$ cat src/rtl/ivlbc_pkg.sv
// Shared widths, FSM encoding and defaults for the IVLBC feeder slice.
package ivlbc_pkg;

    localparam int unsigned BLOCK_W         = 64;
    localparam int unsigned KEY_W           = 80;
    localparam int unsigned CNT_W           = 8;
    localparam int unsigned TIMEOUT_DEFAULT = 40;

    typedef logic [BLOCK_W-1:0] block_t;
    typedef logic [KEY_W-1:0]   key_t;

    typedef enum logic [1:0] {
        ST_IDLE    = 2'd0,
        ST_LOAD    = 2'd1,
        ST_RUN     = 2'd2,
        ST_CAPTURE = 2'd3
    } state_e;

endpackage

$ cat src/rtl/ivlbc_fifo.sv
// Synchronous block FIFO with a first-word-fall-through head and full/empty flags.
// DEPTH must be a power of two so the pointers wrap naturally.
module ivlbc_fifo
    import ivlbc_pkg::*;
#(
    parameter int unsigned DEPTH = 4
) (
    input  logic   clk_i,
    input  logic   rst_i,
    input  logic   push_i,
    input  block_t data_i,
    input  logic   pop_i,
    output block_t head_o,
    output logic   full_o,
    output logic   empty_o
);

    localparam int unsigned AW = (DEPTH > 1) ? $clog2(DEPTH) : 1;
    localparam int unsigned CW = AW + 1;

    block_t        mem_q [DEPTH];
    logic [AW-1:0] wr_ptr_q;
    logic [AW-1:0] rd_ptr_q;
    logic [CW-1:0] count_q;
    logic          do_push;
    logic          do_pop;

    assign full_o  = (count_q == CW'(DEPTH));
    assign empty_o = (count_q == '0);
    assign do_push = push_i && !full_o;
    assign do_pop  = pop_i && !empty_o;
    assign head_o  = mem_q[rd_ptr_q];

    // Pointers and occupancy; simultaneous push and pop leave the count unchanged.
    always_ff @(posedge clk_i) begin
        if (rst_i) begin
            wr_ptr_q <= '0;
            rd_ptr_q <= '0;
            count_q  <= '0;
        end else begin
            if (do_push) begin
                wr_ptr_q <= wr_ptr_q + AW'(1);
            end
            if (do_pop) begin
                rd_ptr_q <= rd_ptr_q + AW'(1);
            end
            case ({do_push, do_pop})
                2'b10:   count_q <= count_q + CW'(1);
                2'b01:   count_q <= count_q - CW'(1);
                default: count_q <= count_q;
            endcase
        end
    end

    always_ff @(posedge clk_i) begin
        if (do_push) begin
            mem_q[wr_ptr_q] <= data_i;
        end
    end

endmodule

$ cat src/rtl/ivlbc_feeder.sv
// Sequencer around the IVLBC round core: buffered plaintext in, one block at a time through the core, ciphertext out.
// Defining IVLBC_TIMEOUT_EN adds a RUN-phase watchdog with a sticky err flag.
module ivlbc_feeder
    import ivlbc_pkg::*;
#(
    parameter int unsigned DEPTH = 4
`ifdef IVLBC_TIMEOUT_EN
    ,
    parameter int unsigned TIMEOUT = TIMEOUT_DEFAULT
`endif
) (
    input  logic                 sys_clk,
    input  logic                 sys_rst,
    input  logic                 in_valid,
    output logic                 in_ready,
    input  logic [BLOCK_W-1:0]   in_data,
    input  logic                 key_we,
    input  logic [KEY_W-1:0]     key_in,
    output logic                 out_valid,
    input  logic                 out_ready,
    output logic [BLOCK_W-1:0]   out_data,
    output logic                 busy,
    output logic                 err,
    output logic [BLOCK_W-1:0]   core_state,
    output logic [KEY_W-1:0]     core_keys,
    output logic                 core_start,
    input  logic                 core_end,
    input  logic [BLOCK_W-1:0]   core_result
);

    state_e state_q;
    key_t   key_q;
    block_t core_state_q;
    block_t out_data_q;
    block_t fifo_head;
    logic   core_start_q;
    logic   out_valid_q;
    logic   fifo_full;
    logic   fifo_empty;
    logic   fifo_pop;
    logic   launch;
`ifdef IVLBC_TIMEOUT_EN
    logic [CNT_W-1:0] tmo_cnt_q;
    logic             err_q;
`endif

    // The head leaves the FIFO on the LOAD edge, after it has been latched into core_state.
    assign fifo_pop = (state_q == ST_LOAD);
    // Only start a block when its result will find the output register free.
    assign launch   = !fifo_empty && (!out_valid_q || out_ready);

    ivlbc_fifo #(
        .DEPTH (DEPTH)
    ) u_fifo (
        .clk_i   (sys_clk),
        .rst_i   (sys_rst),
        .push_i  (in_valid),
        .data_i  (in_data),
        .pop_i   (fifo_pop),
        .head_o  (fifo_head),
        .full_o  (fifo_full),
        .empty_o (fifo_empty)
    );

    always_ff @(posedge sys_clk) begin
        if (sys_rst) begin
            state_q      <= ST_IDLE;
            key_q        <= '0;
            core_state_q <= '0;
            core_start_q <= 1'b0;
            out_valid_q  <= 1'b0;
            out_data_q   <= '0;
`ifdef IVLBC_TIMEOUT_EN
            tmo_cnt_q    <= '0;
            err_q        <= 1'b0;
`endif
        end else begin
            if (key_we) begin
                key_q <= key_in;
            end
            if (out_valid_q && out_ready) begin
                out_valid_q <= 1'b0;
            end
            case (state_q)
                ST_IDLE: begin
                    if (launch) begin
                        core_state_q <= fifo_head;
                        state_q      <= ST_LOAD;
                    end
                end
                ST_LOAD: begin
                    core_start_q <= 1'b1;
`ifdef IVLBC_TIMEOUT_EN
                    tmo_cnt_q    <= '0;
`endif
                    state_q      <= ST_RUN;
                end
                ST_RUN: begin
                    if (core_end) begin
                        out_data_q   <= core_result;
                        out_valid_q  <= 1'b1;
                        core_start_q <= 1'b0;
                        state_q      <= ST_CAPTURE;
                    end
`ifdef IVLBC_TIMEOUT_EN
                    // Watchdog expiry drops the block and leaves the output side alone.
                    else if (tmo_cnt_q == CNT_W'(TIMEOUT - 1)) begin
                        err_q        <= 1'b1;
                        core_start_q <= 1'b0;
                        state_q      <= ST_CAPTURE;
                    end else begin
                        tmo_cnt_q <= tmo_cnt_q + CNT_W'(1);
                    end
`endif
                end
                ST_CAPTURE: begin
                    state_q <= ST_IDLE;
                end
            endcase
        end
    end

    assign in_ready   = !fifo_full;
    assign out_valid  = out_valid_q;
    assign out_data   = out_data_q;
    assign busy       = (state_q != ST_IDLE);
    assign core_state = core_state_q;
    assign core_keys  = key_q;
    assign core_start = core_start_q;
`ifdef IVLBC_TIMEOUT_EN
    assign err        = err_q;
`else
    assign err        = 1'b0;
`endif

endmodule

$ cat config.mk
export PLATFORM = sky130hd
export DESIGN_NAME = ivlbc_feeder
export DESIGN_NICKNAME = d
export VERILOG_FILES = /design/src/rtl/ivlbc_pkg.sv /design/src/rtl/ivlbc_fifo.sv /design/src/rtl/ivlbc_feeder.sv
export SDC_FILE = /design/constraint.sdc
export NUM_CORES = 1
export LEC_CHECK = 0
export CORE_ASPECT_RATIO = 0.6
export CORE_UTILIZATION = 53
export CTS_CLUSTER_SIZE = 20
export DETAILED_ROUTE_END_ITERATION = 7
export GPL_TIMING_DRIVEN = 0
export PLACE_DENSITY = 0.82
export SLEW_MARGIN = 5
export SYNTH_ARGS = -nofsm -noshare
export SYNTH_HDL_FRONTEND = slang
export SYNTH_SLANG_ARGS = --single-unit
$ cat constraint.sdc
create_clock -name sys_clk -period 4.05 [get_ports sys_clk]
set_input_delay 0.6075 -clock sys_clk [delete_from_list [all_inputs] [get_ports sys_clk]]
set_output_delay 0.6075 -clock sys_clk [all_outputs]
set_load 0.02 [all_outputs]
==> results.md <==
- Run status: finished clean
- Core utilization of the finished layout: 0.7384
- Share of synthesized cell area in and, or, nand and nor gates: 0.07532
- Distinct cell type count after synthesis: 35
- Delay-heaviest family, CP: buffers and inverters
- Layout Nets: roughly 1900
- Fraction of layout cells with a size suffix above 1: 0.1063
- Fin. max-slew vios: 0
- R2r endpoint: u_fifo.count_q[2]$_SDFFE_PP0P_
- Number of instances in the synthesized netlist: about 1300
- Critical path arrival: 2510 ps
- Fin crit share: 0.7687
- Relative max-transition margin: 0.3058
- Number of buffers between clock root and the deepest sink: 3
- Critical path cell sequence: inv_1 > ha_1 > inv_1 > clkbuf_1 > clkdlybuf4s50_1
- Die Width: approximately 240 microns
- Wire length of the first global-routing pass: slightly above 70 mm
- Fin crit period: 3113 ps
- Diode insertion count for antenna repair: 0
- Leakage power: ~8.4 nW
- Yosys synthesis warning count: 0
- Final wirelength: about 50 mm
- Transition time at the pin with the least slew margin: approximately 1000 ps
- Average wire length per cell after detail routing: 22.98 microns
- Post-detailed-route DRC marker count: 0
- Dominant combinational cell family by area after synthesis: multiplexers
- Worst path max stage delay: 750 ps
- Syn nets: ~1500
- Commonest cells after routing, fill and taps aside: sky130_fd_sc_hd__clkdlybuf4s50_1 (422), sky130_fd_sc_hd__edfxtp_1 (256), sky130_fd_sc_hd__dfxtp_1 (219)
- CTS H-tree lvls: 2
- Total global routing track utilization: 0.2851
- Post-CTS Setup Repair Bufs: 0
- Number of buffers created by CTS: 43
- Parity-gate share of the synthesized area counting xor and xnor cells: 0.001991
- Overall die height: between 100 and 150 microns
- Ratio of total power to cell area: approximately 620 nW/um^2
- Half-perimeter wire length after detailed placement: 34.83 mm
- 1st-iter DRT viols: between 1000 and 1500
- Die Footprint: 33950 sq um
- Layout Area Growth over Synthesis: 36.60%
- Hold Fails Final Rpt: 0
- Sort of element at the end of the critical path: output pin
- Most frequent standard cell in the layout excluding fill and tap cells: sky130_fd_sc_hd__clkdlybuf4s50_1
- Effective utilization at floorplan: 0.5406
- Multiplexer fraction of the synthesized cell area: 0.1280
- Core region area: ~33000 sq um
- Share of the synthesized area in compound gates (AO/OA/AOI/OAI): 0.06863
- Global-route congestion overflow total: 0
- Post-Route Skew: around 24 ps
- Unrepaired setup endpoints after global routing: no
- Clk sinks: ~480
- Root cell of the clock tree: sky130_fd_sc_hd__clkbuf_16
- Adder and majority cell fraction of the synthesized area: 0.006828
- Setup_tns: 0 ps
- Required time worst endpoint: around 3400 ps
- # Max-Cap Violations: 0
- Count of cells resized by post-cts repair: 0
- GPL Wtd Cong: ~0.85
- Type of the worst setup path: flip-flop to output pin
- Path class of the lowest-slack min-delay path: flip-flop to flip-flop
- Number of cells on the worst hold path: 2
- Launch instance of the worst min-delay path: out_data[52]$_SDFFE_PP0P_
- Worst IR drop on VDD: 0.0004117 V
- Mean instance size in the synthesized netlist: 14.03 sq um
- Total I/O pin count: around 430
- Top cell by count, worst path: sky130_fd_sc_hd__inv_1
- Number of antenna violations at the first check in global routing: 0
- Buffer and inverter count on the worst path: 4
- Pin count of the biggest net entering global routing: 53
- Clock tree from TritonCTS: yes
- Worst-path clk slew: 60 ps
- Depth of the most critical reg-to-reg path: 9
- Sequential fraction of the synthesis area: 0.6862
- Post-DR vias/cell: 5.680
- CP max FO: 10
- Number of buffers added to fix hold violations after cts: 0
- DRT Pass-1 Iters: 7
- Count of flip-flops with a built-in enable after synthesis: around 260
- Register-to-register setup slack: 1520 ps
- Number of routed nets with antenna violations: 0
- R2R Path Start: u_fifo.count_q[2]$_SDFFE_PP0P_
- Area of the mapped netlist: roughly 18000 sq um
- Flip-flop and latch count after synthesis: about 480
- Critical-path top delay cell: sky130_fd_sc_hd__clkdlybuf4s50_1
- Via count of the routed design: approximately 12000
- Total number of placement rows: approximately 50
- Endpoint with the worst hold slack: out_data[52]$_SDFFE_PP0P_
- Max Fclk: around 320 MHz
- Worst-skew pair later-pin latency: about 550 ps
- Main synth FF type: sky130_fd_sc_hd__edfxtp_1
- CP Launch Type: flip-flop
- Port Buf Inserts: 422
- Count of endpoints failing setup in the final report: 0
- Share of flip-flops with an asynchronous set or reset after synthesis: 0
- Vias in the first global route: about 12000
==> power by group <==
part | switching (mW) | internal, mW | total, mW
logic | 2.54 | 1.82 | 4.36
clock network | 1.75 | 2.77 | 4.53
registers | 0.306 | 5.67 | 5.98
total | 4.60 | 10.3 | 14.9
==> routing by layer <==
layer,track usage,part of all wire,vias up
li1,-,-,5628
met1,0.3960,0.42,6136
met2,0.4589,0.48,548
met3,0.05181,0.070,88
met4,0.09100,0.027,0
met5,0,0,-
==> through the flow <==
step                total power, mW  setup slack, ps  cells  hold WS [ps]  cell area (sq um)
global placement              10.22            8.527   2100         442.1              22350
finish                        14.87            936.7   2183         453.1              24030
CTS                           14.89            923.1   2183         454.8              24030
global route                  15.41            865.6   2183         474.6              24030
floorplan                     8.520             1210   1254         451.5              17590
detailed placement            10.36             1333   2104         445.4              22450
==> final cells by class <==
cell class	instances	area, sq um
tap	424	530.5
multi-input combinational	661	4964
clock inverter	23	389.1
sequential	475	12070
fill	2103	8513
buffer	107	535.5
timing repair buffer	426	4312
clock buffer	56	1187
inverter	11	41.29
==> worst register-to-register path, delay by kind of cell, from the launching register on <==
kind,cells,cell delay [ps]
flops,1,490
buf+inv,2,240
simple gates,3,790
compound gates,1,140
xor+xnor,1,170
fa+ha+maj,2,630
==> worst max path at each step <==
stage | from | to | slack [ps] | cells after the start
finish | state_q[0]$_SDFFE_PP0P_ | busy | 940 | 5
global route | state_q[0]$_SDFFE_PP0P_ | busy | 870 | 5
CTS | state_q[0]$_SDFFE_PP0P_ | busy | 920 | 5
detailed placement | out_ready | core_state[63]$_SDFFE_PP0P_ | 1330 | 6
global placement | in_valid | u_fifo.mem_q[1][44]$_DFFE_PP_ | 9 | 2
floorplan | in_valid | u_fifo.mem_q[0][0]$_DFFE_PP_ | 1210 | 2
==> cell families (layout without fill, tap and decap cells) <==
group	after synthesis	after routing
and+or+nand+nor	297	297
buffers and inverters	118	623
AOI/OAI and AO/OA	205	205
DFF	475	475
adders and majority gates	9	9
other	1	1
muxes	145	145
xor gates and xnor gates	4	4
==> cell usage after synthesis, types with 4 or more instances <==
master | count | area [sq um]
sky130_fd_sc_hd__inv_1 | 11 | 41.29
sky130_fd_sc_hd__nand4_1 | 64 | 400.4
sky130_fd_sc_hd__a21oi_1 | 134 | 670.6
sky130_fd_sc_hd__nor2_1 | 86 | 322.8
sky130_fd_sc_hd__o31ai_1 | 65 | 488.0
sky130_fd_sc_hd__mux4_2 | 64 | 1441
sky130_fd_sc_hd__xor2_1 | 4 | 35.03
sky130_fd_sc_hd__nand2_1 | 132 | 495.5
sky130_fd_sc_hd__mux2i_1 | 81 | 810.8
sky130_fd_sc_hd__buf_2 | 38 | 190.2
sky130_fd_sc_hd__and3_1 | 4 | 25.02
sky130_fd_sc_hd__buf_1 | 15 | 56.30
sky130_fd_sc_hd__edfxtp_1 | 256 | 7687
sky130_fd_sc_hd__clkbuf_1 | 45 | 168.9
sky130_fd_sc_hd__dfxtp_1 | 219 | 4384
sky130_fd_sc_hd__ha_1 | 8 | 100.1
==> flip-flops by register name, summed over array words and instances, names as in the netlist <==
signal           flops
core_keys           80
u_fifo.wr_ptr_q      2
core_state          64
state_q              2
out_data            64
u_fifo.count_q       3
u_fifo.mem_q       256
out_valid            1
u_fifo.rd_ptr_q      2
core_start           1
Note: power is estimated with default switching activity, not from simulation.
